--- src/rtl/digdug_devbus_arbiter.sv ---
// digdug_devbus_arbiter: shares the I/O device bus among the main, sub and
// sound CPUs. One request is granted at a time and runs a single device bus
// cycle. Reads wait for DEV_DV, with a timeout. Each grant ends with a
// one-cycle ACK.
// Optional build macro DEVARB_FIXED_PRIO_EN: fixed priority CPU0 > CPU1 > CPU2
// replaces round-robin selection.
module digdug_devbus_arbiter #(
  parameter int unsigned TMO      = 15,
  parameter logic [7:0]  TMO_DATA = 8'hFF
) (
  input  logic        MCLK,
  input  logic        RESET,
  input  logic [2:0]  REQ,
  input  logic [47:0] RQ_AD,
  input  logic [2:0]  RQ_WR,
  input  logic [23:0] RQ_WD,
  output logic [2:0]  ACK,
  output logic [7:0]  RQ_RD,
  output logic [15:0] DEV_AD,
  output logic        DEV_RD,
  output logic        DEV_WR,
  output logic [7:0]  DEV_DI,
  input  logic        DEV_DV,
  input  logic [7:0]  DEV_DO,
  output logic        BUSY,
  output logic [1:0]  GNT
);

  localparam int unsigned    CW    = (TMO > 0) ? $clog2(TMO + 1) : 1;
  localparam logic [CW-1:0]  TMO_C = CW'(TMO);

  typedef enum logic [1:0] {
    S_IDLE,
    S_ISSUE,
    S_WAITDV,
    S_DONE
  } state_t;

  state_t          r_state;
  state_t          w_nxt;
  logic [1:0]      r_gnt;
  logic            r_wr;
  logic [CW-1:0]   r_cnt;
  logic [2:0]      r_ack;
  logic [7:0]      r_rd;
  logic [15:0]     r_dev_ad;
  logic [7:0]      r_dev_di;
  logic            r_dev_rd;
  logic            r_dev_wr;
  logic            r_busy;
  logic [1:0]      w_win;
  logic            w_hit;
`ifndef DEVARB_FIXED_PRIO_EN
  logic [1:0]      r_last;
  logic [1:0]      w_idx;
`endif

  assign ACK    = r_ack;
  assign RQ_RD  = r_rd;
  assign DEV_AD = r_dev_ad;
  assign DEV_DI = r_dev_di;
  assign DEV_RD = r_dev_rd;
  assign DEV_WR = r_dev_wr;
  assign BUSY   = r_busy;
  assign GNT    = r_gnt;

  // Winner selection among the current requesters
  always_comb begin
    w_win = 2'd0;
    w_hit = 1'b0;
`ifdef DEVARB_FIXED_PRIO_EN
    for (int unsigned i = 0; i < 3; i++) begin
      if (!w_hit && REQ[i]) begin
        w_hit = 1'b1;
        w_win = 2'(i);
      end
    end
`else
    w_idx = 2'd0;
    for (int unsigned off = 1; off <= 3; off++) begin
      w_idx = 2'((32'(r_last) + off) % 3);
      if (!w_hit && REQ[w_idx]) begin
        w_hit = 1'b1;
        w_win = w_idx;
      end
    end
`endif
  end

  // Next-state logic
  always_comb begin
    w_nxt = r_state;
    case (r_state)
      S_IDLE:   if (w_hit) w_nxt = S_ISSUE;
      S_ISSUE:  w_nxt = r_wr ? S_DONE : S_WAITDV;
      S_WAITDV: if (DEV_DV || (r_cnt == TMO_C)) w_nxt = S_DONE;
      S_DONE:   w_nxt = S_IDLE;
      default:  w_nxt = S_IDLE;
    endcase
  end

  // State register
  always_ff @(posedge MCLK) begin
    if (RESET) r_state <= S_IDLE;
    else       r_state <= w_nxt;
  end

  // Registered datapath and outputs; strobes and ACK are registered from the
  // state being left, so each appears in the cycle after its state is entered
  always_ff @(posedge MCLK) begin
    if (RESET) begin
      r_gnt    <= 2'd2;
      r_wr     <= 1'b0;
      r_cnt    <= '0;
      r_ack    <= '0;
      r_rd     <= '0;
      r_dev_ad <= '0;
      r_dev_di <= '0;
      r_dev_rd <= 1'b0;
      r_dev_wr <= 1'b0;
      r_busy   <= 1'b0;
`ifndef DEVARB_FIXED_PRIO_EN
      r_last   <= 2'd2;
`endif
    end else begin
      r_ack    <= '0;
      r_dev_rd <= 1'b0;
      r_dev_wr <= 1'b0;
      r_busy   <= (w_nxt != S_IDLE);
      case (r_state)
        S_IDLE: begin
          if (w_hit) begin
            r_gnt    <= w_win;
            r_wr     <= RQ_WR[w_win];
            r_dev_ad <= RQ_AD[{w_win, 4'b0000} +: 16];
            r_dev_di <= RQ_WD[{w_win, 3'b000} +: 8];
          end
        end
        S_ISSUE: begin
          if (r_wr) begin
            r_dev_wr <= 1'b1;
          end else begin
            r_dev_rd <= 1'b1;
            r_cnt    <= '0;
          end
        end
        S_WAITDV: begin
          if (DEV_DV)              r_rd  <= DEV_DO;
          else if (r_cnt == TMO_C) r_rd  <= TMO_DATA;
          else                     r_cnt <= r_cnt + 1'b1;
        end
        S_DONE: begin
          r_ack  <= 3'b001 << r_gnt;
`ifndef DEVARB_FIXED_PRIO_EN
          r_last <= r_gnt;
`endif
        end
        default: ;
      endcase
    end
  end

endmodule

--- config.mk ---
export PLATFORM = sky130hd
export DESIGN_NAME = digdug_devbus_arbiter
export DESIGN_NICKNAME = d
export VERILOG_FILES = /design/src/rtl/digdug_devbus_arbiter.sv
export SDC_FILE = /design/constraint.sdc
export NUM_CORES = 1
export LEC_CHECK = 0
export BUFFER_PORTS_ARGS = -buffer_cell sky130_fd_sc_hd__buf_2
export CAP_MARGIN = 10
export CORE_MARGIN = 4
export CORE_UTILIZATION = 30
export DETAILED_ROUTE_END_ITERATION = 10
export GPL_ROUTABILITY_DRIVEN = 0
export PLACE_DENSITY_LB_ADDON = 0.25
export SLEW_MARGIN = 20
export SYNTH_ARGS = -nofsm -noshare
export SYNTH_HDL_FRONTEND = slang
export SYNTH_SLANG_ARGS = --single-unit
--- constraint.sdc ---
create_clock -name MCLK -period 2.9 [get_ports MCLK]
set_input_delay 0.435 -clock MCLK [delete_from_list [all_inputs] [get_ports MCLK]]
set_output_delay 0.435 -clock MCLK [all_outputs]
set_load 0.01 [all_outputs]
## Word level (Yosys, flattened, before mapping)

Cells that the tools add are included.

| storage, ports and cells | value |
|---|---|
| register bits after elaboration | 49 |
| input bits | 89 |
| output and inout bits | 40 |
| word-level logic and storage cells | 75 |

| operators by class | value |
|---|---|
| order comparisons | 4 |
| multiplexer cells | 26 |
| reductions and logical operators | 14 |
| div/mod/pow operators | 3 |
| bitwise gates (word level) | 2 |
| equality and inequality tests | 7 |
| shifts and indexed selects | 3 |
| add/sub/neg operators | 4 |

Operators by type and width:

| kind | count |
|---|---|
| 32-bit by 2-bit remainder unit with 32-bit output (second input constant) | 3 |
| 48-bit by 7-bit indexed part select with 16-bit output | 1 |
| 24-bit by 6-bit indexed part select with 8-bit output | 1 |
| 8-bit two-way mux | 2 |
| 2-bit by 3-bit less-than comparator with 1-bit output (second input constant) | 4 |
| 4-bit two-way mux | 3 |
| 1-bit two-way mux | 10 |
| 2-bit two-way mux | 5 |
| 1-bit binary-select mux with 2-bit select | 4 |
| 2-bit one-hot mux with 4 select lines | 1 |
| 4-bit one-hot mux with 2 select lines | 1 |
| 2-bit by 2-bit adder with 3-bit output (second input constant) | 2 |
| 2-bit inequality test (second input constant) | 3 |
| 2-bit nonzero test | 3 |
| 4-bit by 1-bit adder with 4-bit output (second input constant) | 1 |
| 2-bit equality test (second input constant) | 2 |
| 4-bit equality test (second input constant) | 1 |
| 2-bit AND reduction | 2 |
| 4-bit AND reduction | 1 |
| 2-bit OR reduction | 2 |
| 2-bit by 1-bit adder with 3-bit output (second input constant) | 1 |
| 1-bit by 2-bit << shifter with 3-bit output (first input constant) | 1 |
| 2-bit by 1-bit equality test with 1-bit output (second input constant) | 1 |
| 1-bit logical AND | 2 |
| other kinds (4) | 6 |

## Depth between registers and ports, before layout

Gate-level depths: netlist (run 1).

| logic depth | value |
|---|---|
| depth after elaboration | 14 |
| mapped depth | 10 |
| mapped depth without buffers | 8 |

## Worst setup path after synthesis (run 1)

Ideal clock, no wire load.

| timing path | value |
|---|---|
| path type | reg2reg |
| start point | register r_last[0] |
| end point | register r_dev_ad[15] (netlist: DEV_AD[15]) |
| stages on the path, launching flop included | 11 |
| required time | 2.782 ns |
| arrival | 1.929 ns |
| clock period less this slack | 2.047 ns |
| path buffers | 2 |
| path slack | 0.853 ns |
| library setup time | 0.118 ns |
| path through | dfxtp_1 -> inv_1 -> ha_1 -> inv_1 -> mux2i_4 -> nand3_2 -> and3_1 -> buf_2 -> clkbuf_2 -> o21ai_0 -> o21ai_1 |

| on the way | value |
|---|---|
| longest elaborated chain between the ends | 12 |
| elaborated cells on any way between the ends | 24 |
| those cells by class | add/sub: 3; div: 3; shift: 1; mux: 12; reduce/logical: 5 |

Ends and longest elaborated chain:

| what | RTL line | source |
|---|---|---|
| start, declared | 54 | `logic [1:0] r_last;` |
| start signal, assigned | 155 | `r_last <= r_gnt;` |
| 2-bit by 1-bit adder with 3-bit output | 81 | `w_idx = 2'((32'(r_last) + off) % 3);` |
| 32-bit by 2-bit remainder unit with 32-bit output | 81 |  |
| 1-bit binary-select mux with 2-bit select | 82 | `if (!w_hit && REQ[w_idx]) begin` |
| 1-bit two-way mux (implied by the code) | 82 |  |
| 1-bit two-way mux | 82 |  |
| 1-bit logical NOT | 82 |  |
| 1-bit logical AND | 82 |  |
| 1-bit two-way mux | 82 |  |
| 1-bit logical NOT | 82 |  |
| 1-bit logical AND | 82 |  |
| 2-bit two-way mux or 1-bit two-way mux (tied branches) | 82 |  |
| 48-bit by 7-bit indexed part select with 16-bit output or 2-bit AND reduction (tied branches) | n/a |  |
| end signal, assigned | 135 | `r_dev_ad <= RQ_AD[{w_win, 4'b0000} +: 16];` |
| end, declared | 46 | `logic [15:0] r_dev_ad;` |

Several ways; a longest one is shown, not always the timed one. The select of a mux whose other input is x is not followed.
A chain may end at the register's enable or synchronous reset.

## Final worst setup path (run 1)

| timing path | value |
|---|---|
| start point | register r_last[0] |
| end point | register r_dev_ad[6] (netlist: DEV_AD[6]) |

The elaborated chain is that of the path after synthesis.

==> impl_summary.txt, run 1 <==
----------------------------------------------------
[Setup path]
  Element type at the critical path end ... flop
  Reg2reg start ... r_last[0]
  Start point of the critical path ... r_last[0]
  Crit path max fanout ... 27
  Data arrival time at the worst-slack endpoint ... 2.79 ns
  Kind of launch point of the worst setup path ... flop
  Data required time of the worst path ... 3.10 ns
  Critical Setup Path Class ... reg2reg

[Logic synthesis]
  Most used flip-flop cell after synthesis ... dfxtp_1
  Flip-flop and latch count after synthesis ... 49
  Ys async rst share ... 0
  Netlist area before placement ... 2500 um2
  EDFF count, synth ... 0
  Gate Count Post-Synth ... 312
  Ys Warns ... 0
  Sequential fraction of the synthesis area ... 0.392
  Unique cell type count in the Yosys netlist ... 42
  Syn_nets ... 411
  Post-Synthesis Mean Instance Area ... 8.01 um2

[STA]
  Final worst hold slack ... 0.391 ns
  Fin Clk Skew ... 0.00336 ns
  Final count of hold timing violations ... 0
  Share of the clock period used by the worst path ... 0.894
  Total negative slack ... 0 ns
  Time the final worst path needs with I/O delays and setup ... 2.59 ns
  Tightest Pin Transition ... 0.789 ns
  Total of endpoints with negative setup slack in the final report ... 0
  Headroom to the max-slew limit ... 0.474
  Maximum achievable frequency ... 386 MHz
  Number of max-slew violations in the final report ... 0
  Setup repair after global routing missed its margin ... false

[Cells and area]
  Net count, final ... 533
  Final core area utilization ... 0.406
  Diode insertion count for antenna repair ... 0
  Share of layout cells above drive strength 1 ... 0.366
  Layout overhead on the synthesized area ... 32.9%
  FILL cells ... 866

[Clocking]
  CTS Root Buffer Type ... clkbuf_8
  CTS Sinks ... 49
  Count of cells resized by post-cts repair ... 0
  TritonCTS buffer count ... 5
  Depth of the CTS H-tree ... 2
  Buffer levels on the longest clock path ... 2
  Reg clk slew, reported paths ... 0.10 ns
  Cts-stage hold buffer count ... 0
  Clock latency reported for the late side of the worst-skew pair ... 0.30 ns
  Post-CTS setup buffer count ... 0
  Clock tree from TritonCTS ... built

[Power]
  Leakage power figure ... 1.58 nW
  Total power per unit cell area ... 824 nW/um2
  Worst IR drop on VDD ... 0.000264 V

[Global routing]
  First-pass GRT wire length ... 12300 um
  Initial antenna violation count ... 0
  Pin count of the biggest net entering global routing ... 28
  All-layer global routing usage ... 0.150
  Grt ovf ... 0
  Vias in the first global route ... 2558

[Floorplan]
  Core footprint ... 8180 um2
  Die W ... 99.3 um
  Total number of placement rows ... 33
  I/O pin count ... 129
  Die Y-Extent ... 99.3 um
  Starting utilization of the core area ... 0.306
  DIE AREA ... 9860 um2

[Flow run]
  Max-cap violation count ... 0

[Routing]
  Routed WL ... 7440 um
  Number of vias per cell ... 4.76
  Vias ... 2568
  Average routed wire per standard cell ... 13.8 um
  Detail Route Antenna Nets ... 0
  Post-route DRC ... 0
  Number of iterations in the first detailed-routing pass ... 4
  Iteration-0 DRC Markers ... 57

[Hold path]
  Worst min-delay path class ... in2reg
  Hold_sp ... DEV_DO[3]

[Run status]
  Run status ... completed

[Placement]
  PortBufs ... 128
  HPWL after DPL ... 5620 um

----------------------------------------------------
==> metal layers <==
layer  up-vias  wire length, um  global-route usage
met2        91             3340               0.244
met5         -                0                   0
met3         2              666              0.0505
met4         0               23              0.0284
met1      1135             3410               0.196
li1       1340                -                   -
==> area by class of cell <==
class	instances	area (um2)	area share
Multi-Input combinational cell	235	1400	0.420
Inverter	9	33.8	0.0102
Sequential cell	49	981	0.295
Tap cell	105	131	0.0395
Clock buffer	5	68.8	0.0207
Clock inverter	3	26.3	0.00791
Timing Repair Buffer	134	686	0.206
==> cells in the final DEF, fill, tap and decap left out, types with 3 or more instances in the layout <==
master	n
nand2b_1	3
o21ai_0	57
a21oi_1	30
o21ai_1	20
clkbuf_8	5
nor4bb_1	3
o221a_2	8
buf_2	128
nand2_1	60
dfxtp_1	49
inv_1	9
mux2i_1	5
nor2_1	10
ha_1	10
buf_4	6
==> sequential cells by signal, summed over array words and instances (netlist names), 2 cells and up <==
signal and flops:
ACK 3, DEV_AD 16, DEV_DI 8, GNT 2, RQ_RD 8, r_cnt 4, r_last 2, r_state 2
==> power breakdown <==
| part | switching, mW | leakage (nW) | total, mW | internal (mW) |
|---|---|---|---|---|
| clock network | 0.252 | 0.0423 | 0.428 | 0.176 |
| logic | 0.746 | 1.13 | 1.27 | 0.522 |
| registers | 0.141 | 0.402 | 1.04 | 0.900 |
| total | 1.14 | 1.58 | 2.74 | 1.60 |
==> worst paths after layout <==
kind	to	slack (ns)	depth (start not counted)
worst max-delay path	DEV_AD[6]	0.31	9
worst min-delay path	RQ_RD[3]	0.39	2
worst max register to register	DEV_AD[6]	0.31	9
worst min register to register	DEV_AD[14]	0.45	2
==> logic make-up after synthesis <==
kind of cell | count (synthesis) | synth area share
adder cells (fa/ha/maj) | 10 | 0.0501
multiplexers | 8 | 0.0380
XOR/XNOR | 3 | 0.0105
flip-flops | 49 | 0.392
AND/OR/NAND/NOR | 86 | 0.153
AO/OA/AOI/OAI | 128 | 0.302
buffers and inverters | 28 | 0.0536
==> synth_stat cells (all sizes together) (2+ instances only) <==
cell / n / area share
xor2: 2 / 0.0070
inv: 9 / 0.014
dfxtp: 49 / 0.39
and3: 2 / 0.0050
mux2: 2 / 0.0090
clkbuf: 12 / 0.019
o221a: 8 / 0.036
o21ai: 77 / 0.15
buf: 7 / 0.021
nor4bb: 3 / 0.012
nand2b: 3 / 0.0075
mux2i: 6 / 0.029
ha: 10 / 0.050
nor2: 10 / 0.015
a21oi: 31 / 0.064
o211ai: 2 / 0.0060
nand2: 60 / 0.090
==> worst max-delay path, stage by stage (launching register included) <==
cell and delay (ns):
dfxtp_1 0.41, inv_1 0.09, ha_1 0.38, inv_1 0.15
and3_1 0.24, a41oi_4 0.61, buf_4 0.28, o21ai_0 0.09
a21oi_1 0.14, o21ai_1 0.09
==> per-stage QoR <==
stage	setup slack, ns	power, mW	cell area (um2)	instances
2_1_floorplan	0.853	1.89	2500	312
5_1_grt	0.0839	3.00	3320	540
4_1_cts	0.308	2.78	3320	540
3_3_place_gp	0.391	2.32	3230	532
6_report	0.307	2.74	3320	540
3_5_place_dp	0.321	2.34	3230	532
Power figures use the tool's default switching activity.
==> inputs of run 2 (changes only) <==
Settings changed: CORE_ASPECT_RATIO set to 1.5, GPL_ROUTABILITY_DRIVEN 0 to unset.
==> impl_summary.txt, run 2 (same netlist as run 1, synthesis figures left out) <==
----------------------------------------------------
[Cells and area]
  Diode insertion count for antenna repair ... 0 (unchanged)
  Most used cells in the layout excluding fill and tap cells ... buf_2, nand2_1, o21ai_0 (unchanged)
  Share of layout cells above drive strength 1 ... 0.366 (unchanged)
  Layout overhead on the synthesized area ... 36.0% (was 32.9%)
  Flip-flop count of the largest register, all copies and words added ... 16 (unchanged)
  Net count, final ... 533 (unchanged)
  Leading cell type in the layout, fill and taps excluded ... buf_2 (unchanged)

[Global routing]
  All-layer global routing usage ... 0.146 (was 0.150)
  Vias in the first global route ... 2468 (was 2558)
  First-pass GRT wire length ... 11500 um (was 12300 um)
  Grt ovf ... 0 (unchanged)
  Initial antenna violation count ... 0 (unchanged)
  Pin count of the biggest net entering global routing ... 30 (was 28)

[Clocking]
  Count of cells resized by post-cts repair ... 0 (unchanged)
  Clock tree from TritonCTS ... built (unchanged)
  Buffer levels on the longest clock path ... 2 (unchanged)
  CTS Sinks ... 49 (unchanged)
  Clock latency reported for the late side of the worst-skew pair ... 0.29 ns (was 0.30 ns)
  Reg clk slew, reported paths ... 0.07 ns (was 0.10 ns)
  Depth of the CTS H-tree ... 2 (unchanged)
  Cts-stage hold buffer count ... 0 (unchanged)
  TritonCTS buffer count ... 5 (unchanged)
  CTS Root Buffer Type ... clkbuf_16 (was clkbuf_8)
  Post-CTS setup buffer count ... 0 (unchanged)

[Setup path]
  Element type at the critical path end ... flop (unchanged)
  Data required time of the worst path ... 3.08 ns (was 3.10 ns)
  Data arrival time at the worst-slack endpoint ... 2.74 ns (was 2.79 ns)
  Kind of launch point of the worst setup path ... flop (unchanged)
  CP max stage cell ... a41oi_4 (unchanged)
  Crit-path cells ... inv_1, ha_1, inv_1, and3_1, a41oi_4, buf_4, o21ai_0, a21oi_1, o21ai_0 (was inv_1, ha_1, inv_1, and3_1, a41oi_4, buf_4, o21ai_0, a21oi_1, o21ai_1)
  Critical Setup Path Class ... reg2reg (unchanged)
  Buffering stage count on the worst path with inverters included ... 3 (unchanged)
  Peak per-stage delay on the critical path ... 0.58 ns (was 0.61 ns)
  Family of cells with the greatest summed delay on the critical path ... compound AO/OA/AOI/OAI gates (unchanged)
  Crit path max fanout ... 29 (was 27)

[Power]
  Worst IR drop on VDD ... 0.000326 V (was 0.000264 V)
  Total power per unit cell area ... 877 nW/um2 (was 824 nW/um2)
  Leakage power figure ... 1.62 nW (was 1.58 nW)

[Floorplan]
  I/O pin count ... 129 (unchanged)
  Core footprint ... 8060 um2 (was 8180 um2)
  DIE AREA ... 9890 um2 (was 9860 um2)
  Starting utilization of the core area ... 0.310 (was 0.306)
  Die Y-Extent ... 120 um (was 99.3 um)
  Die W ... 82.5 um (was 99.3 um)
  Total number of placement rows ... 40 (was 33)

[STA]
  Fin Clk Skew ... 0.00723 ns (was 0.00336 ns)
  Total negative slack ... 0 ns (unchanged)
  Final worst hold slack ... 0.416 ns (was 0.391 ns)
  Maximum achievable frequency ... 391 MHz (was 386 MHz)
  Share of the clock period used by the worst path ... 0.881 (was 0.894)
  Headroom to the max-slew limit ... 0.462 (was 0.474)
  Time the final worst path needs with I/O delays and setup ... 2.56 ns (was 2.59 ns)
  Tightest Pin Transition ... 0.807 ns (was 0.789 ns)
  Final count of hold timing violations ... 0 (unchanged)
  Total of endpoints with negative setup slack in the final report ... 0 (unchanged)
  Number of max-slew violations in the final report ... 0 (unchanged)
  Setup repair after global routing missed its margin ... false (unchanged)

[Placement]
  GP Congestion ... 0.823
  PortBufs ... 128 (unchanged)
  HPWL after DPL ... 5650 um (was 5620 um)

[Routing]
  Routed WL ... 7330 um (was 7440 um)
  Vias ... 2607 (was 2568)
  Number of vias per cell ... 4.83 (was 4.76)
  Iteration-0 DRC Markers ... 85 (was 57)
  Post-route DRC ... 0 (unchanged)
  Average routed wire per standard cell ... 13.6 um (was 13.8 um)
  Detail Route Antenna Nets ... 0 (unchanged)
  Number of iterations in the first detailed-routing pass ... 4 (unchanged)

[Flow run]
  Max-cap violation count ... 0 (unchanged)

[Run status]
  Run status ... completed (unchanged)

[Hold path]
  Worst min-delay path class ... in2reg (unchanged)

----------------------------------------------------
==> run 2: per-stage QoR <==
stage / setup slack (ns) / instances / total power, mW / cell area [um2] / utilization
global route: 0.0900 / 540 / 3.21 / 3400 / 0.422
CTS: 0.306 / 540 / 3.02 / 3400 / 0.422
detailed placement: 0.330 / 532 / 2.34 / 3230 / 0.401
floorplan: 0.853 / 312 / 1.89 / 2500 / -
global placement: 0.420 / 532 / 2.32 / 3230 / 0.401
finish: 0.344 / 540 / 2.98 / 3400 / 0.422
==> run 2: power by group <==
| part | leakage (nW) | switching [mW] | internal [mW] |
|---|---|---|---|
| registers | 0.402 | 0.139 | 0.901 |
| logic | 1.13 | 0.750 | 0.517 |
| clock network | 0.0800 | 0.265 | 0.409 |
==> run 2: cell type report <==
class / instances / area [um2]
sequential: 49 / 981
inverter: 9 / 33.8
clock buffer: 5 / 125
multi-input combinational: 235 / 1400
clock inverter: 3 / 46.3
timing repair buffer: 134 / 686
tap: 105 / 131
fill: 841 / 4660
==> run 2: routing by layer <==
metal | GRT usage | share of wire | vias up
li1 | - | - | 1343
met1 | 0.164 | 0.41 | 1150
met2 | 0.261 | 0.49 | 108
met3 | 0.0383 | 0.093 | 6
met4 | 0.0440 | 0.010 | 0
met5 | 0 | 0 | -
==> run 2: path summary, 6_finish.rpt <==
kind	from	slack, ns	depth (start not counted)	endpoint
worst min-delay path	DEV_DO[2]	0.42	2	RQ_RD[2]
worst max register to register	r_last[0]	0.34	9	DEV_DI[4]
worst min register to register	DEV_AD[8]	0.45	2	DEV_AD[8]
worst max-delay path	r_last[0]	0.34	9	DEV_DI[4]
==> run 2: worst register-to-register path, stage by stage, from the launching register on <==
cell     delay, ns
dfxtp_1       0.39
inv_1         0.08
ha_1          0.38
inv_1         0.16
and3_1        0.25
a41oi_4       0.58
buf_4         0.29
o21ai_0       0.10
a21oi_1       0.12
o21ai_0       0.09
==> inputs of run 3 (changes only) <==
Settings changed: PLACE_DENSITY set to 0.68, PLACE_DENSITY_LB_ADDON 0.25 to unset.
==> impl_summary.txt, run 3 (same netlist as run 1, synthesis figures left out) <==
----------------------------------------------------
[Power]
  Design Power ... 2.87 mW (was 2.98 mW)
  Design internal power ... 1.75 mW (was 1.83 mW)
  Clock network fraction of total power ... 0.201 (was 0.226)
  Worst IR drop on VDD ... 0.000384 V (was 0.000326 V)
  Net switching share of the total power ... 0.391 (was 0.387)
  Part of the total power dissipated in sequential elements ... 0.362 (was 0.349)
  Part of the total power dissipated in combinational logic ... 0.436 (was 0.425)
  Total power per unit cell area ... 857 nW/um2 (was 877 nW/um2)
  Net switching power ... 1.12 mW (was 1.15 mW)
  Leakage power figure ... 1.60 nW (was 1.62 nW)

[Routing]
  Routed WL ... 7350 um (was 7330 um)
  Number of vias per cell ... 4.91 (was 4.83)
  Post-route DRC ... 0 (unchanged)
  Number of iterations in the first detailed-routing pass ... 7 (was 4)
  Vias ... 2638 (was 2607)
  Iteration-0 DRC Markers ... 76 (was 85)
  Detail Route Antenna Nets ... 0 (unchanged)
  Average routed wire per standard cell ... 13.7 um (was 13.6 um)

[Setup path]
  Element type at the critical path end ... flop (unchanged)
  Data required time of the worst path ... 3.11 ns (was 3.08 ns)
  Peak per-stage delay on the critical path ... 0.68 ns (was 0.58 ns)
  CP max stage cell ... and3_1 (was a41oi_4)
  Data arrival time at the worst-slack endpoint ... 2.72 ns (was 2.74 ns)
  Crit path max fanout ... 25 (was 29)
  Crit-path cells ... inv_1, ha_1, inv_1, mux2_2, nand3_2, and3_1, o21ai_0, o21ai_0 (was inv_1, ha_1, inv_1, and3_1, a41oi_4, buf_4, o21ai_0, a21oi_1, o21ai_0)
  Critical Setup Path Class ... reg2reg (unchanged)
  Kind of launch point of the worst setup path ... flop (unchanged)

[Placement]
  Placed cell count ... 530 (was 532)
  PortBufs ... 128 (unchanged)
  Area post-placement ... 3200 um2 (was 3230 um2)
  Worst slack after detailed placement ... 0.383 ns (was 0.330 ns)
  HPWL after DPL ... 5650 um (about the same)
  GP Congestion ... 0.922 (was 0.823)

[Floorplan]
  DIE AREA ... 9890 um2 (unchanged)
  Die W ... 82.5 um (unchanged)
  Core footprint ... 8060 um2 (unchanged)
  Total number of placement rows ... 40 (unchanged)
  I/O pin count ... 129 (unchanged)
  Starting utilization of the core area ... 0.310 (unchanged)
  Die Y-Extent ... 120 um (unchanged)

[Flow run]
  Max-cap violation count ... 0 (unchanged)

[Global routing]
  Met3 demand-to-capacity share in global routing ... 0.0405 (was 0.0383)
  Grt ovf ... 0 (unchanged)
  Met1 routing resource usage after global routing ... 0.176 (was 0.164)
  Pin count of the biggest net entering global routing ... 51 (was 30)
  GRT met2 Usage ... 0.249 (was 0.261)
  First-pass GRT wire length ... 11500 um (unchanged)
  Initial antenna violation count ... 0 (unchanged)
  Busiest metal layer after global routing ... met2 (unchanged)
  Vias in the first global route ... 2485 (was 2468)
  All-layer global routing usage ... 0.147 (was 0.146)

[STA]
  Tightest Pin Transition ... 0.820 ns (was 0.807 ns)
  Share of the clock period used by the worst path ... 0.867 (was 0.881)
  Time the final worst path needs with I/O delays and setup ... 2.51 ns (was 2.56 ns)
  Final count of hold timing violations ... 0 (unchanged)
  Final worst hold slack ... 0.414 ns (was 0.416 ns)
  Number of max-slew violations in the final report ... 0 (unchanged)
  Fin Clk Skew ... 0.0120 ns (was 0.00723 ns)
  Maximum achievable frequency ... 398 MHz (was 391 MHz)
  Worst Setup Slack, final ... 0.386 ns (was 0.344 ns)
  Setup repair after global routing missed its margin ... false (unchanged)
  Headroom to the max-slew limit ... 0.452 (was 0.462)
  Total negative slack ... 0 ns (unchanged)
  Total of endpoints with negative setup slack in the final report ... 0 (unchanged)

[Hold path]
  Worst min-delay path class ... in2reg (unchanged)

[Cells and area]
  FILL cells ... 800 (was 841)
  Share of layout cells above drive strength 1 ... 0.361 (was 0.366)
  Diode insertion count for antenna repair ... 0 (unchanged)
  Final core area utilization ... 0.416 (was 0.422)
  Number of standard cells in the final layout excluding fillers ... 537 (was 540)
  Most used cells in the layout excluding fill and tap cells ... buf_2, nand2_1, o21ai_0 (unchanged)
  Finished Cell Area ... 3350 um2 (was 3400 um2)
  Flip-flop count of the largest register, all copies and words added ... 16 (unchanged)
  Layout overhead on the synthesized area ... 33.9% (was 36.0%)
  Net count, final ... 531 (was 533)
  Leading cell type in the layout, fill and taps excluded ... buf_2 (unchanged)

[Clocking]
  TritonCTS buffer count ... 5 (unchanged)
  Cts-stage hold buffer count ... 0 (unchanged)
  Buffer levels on the longest clock path ... 2 (unchanged)
  Count of cells resized by post-cts repair ... 0 (unchanged)
  Depth of the CTS H-tree ... 2 (unchanged)
  Clock latency reported for the late side of the worst-skew pair ... 0.29 ns (about the same)
  Post-CTS setup buffer count ... 0 (unchanged)
  CTS Root Buffer Type ... clkbuf_16 (unchanged)
  Reg clk slew, reported paths ... 0.07 ns (about the same)
  Clock tree from TritonCTS ... built (unchanged)
  CTS Sinks ... 49 (unchanged)

[Run status]
  Run status ... completed (unchanged)

----------------------------------------------------
[run 3: layout make-up]
class	count	area, um2	area share
Inverter	9	33.8	0.0101
Timing Repair Buffer	132	671	0.200
Tap cell	105	131	0.0392
Clock buffer	6	139	0.0415
Multi-Input combinational cell	235	1390	0.414
Sequential cell	49	981	0.293
Clock inverter	1	7.51	0.00224
[run 3: worst max-delay path, delay by kind of cell, from the launching register on]
family                     cells  cell delay [ns]
adders and majority gates      1             0.29
AOI/OAI and AO/OA              2             0.40
and+or+nand+nor                2             0.80
buffers and inverters          2             0.21
muxes                          1             0.36
DFF                            1             0.38
[run 3: per-layer routing]
layer	routed length [um]	share of wire
met5	0	0
met4	101	0.014
met3	712	0.097
met2	3580	0.49
met1	2950	0.40
[run 3: power by group through the flow]
stage                     sequential (mW)  combinational [mW]  clock [mW]
after floorplan                      1.13               0.767           0
after global routing                 1.07                1.42       0.620
after detailed placement             1.05                1.27           0
after CTS                            1.04                1.27       0.597
final                                1.04                1.25       0.578
after global placement               1.05                1.24           0
[run 3: final timing paths]
kind / slack [ns] / cells past startpoint / to / startpoint
max: 0.39 / 8 / DEV_DI[5] / r_last[0]
min: 0.41 / 3 / DEV_DI[6] / RQ_WD[14]
max reg2reg: 0.39 / 8 / DEV_DI[5] / r_last[0]
min reg2reg: 0.45 / 2 / DEV_AD[15] / DEV_AD[15]
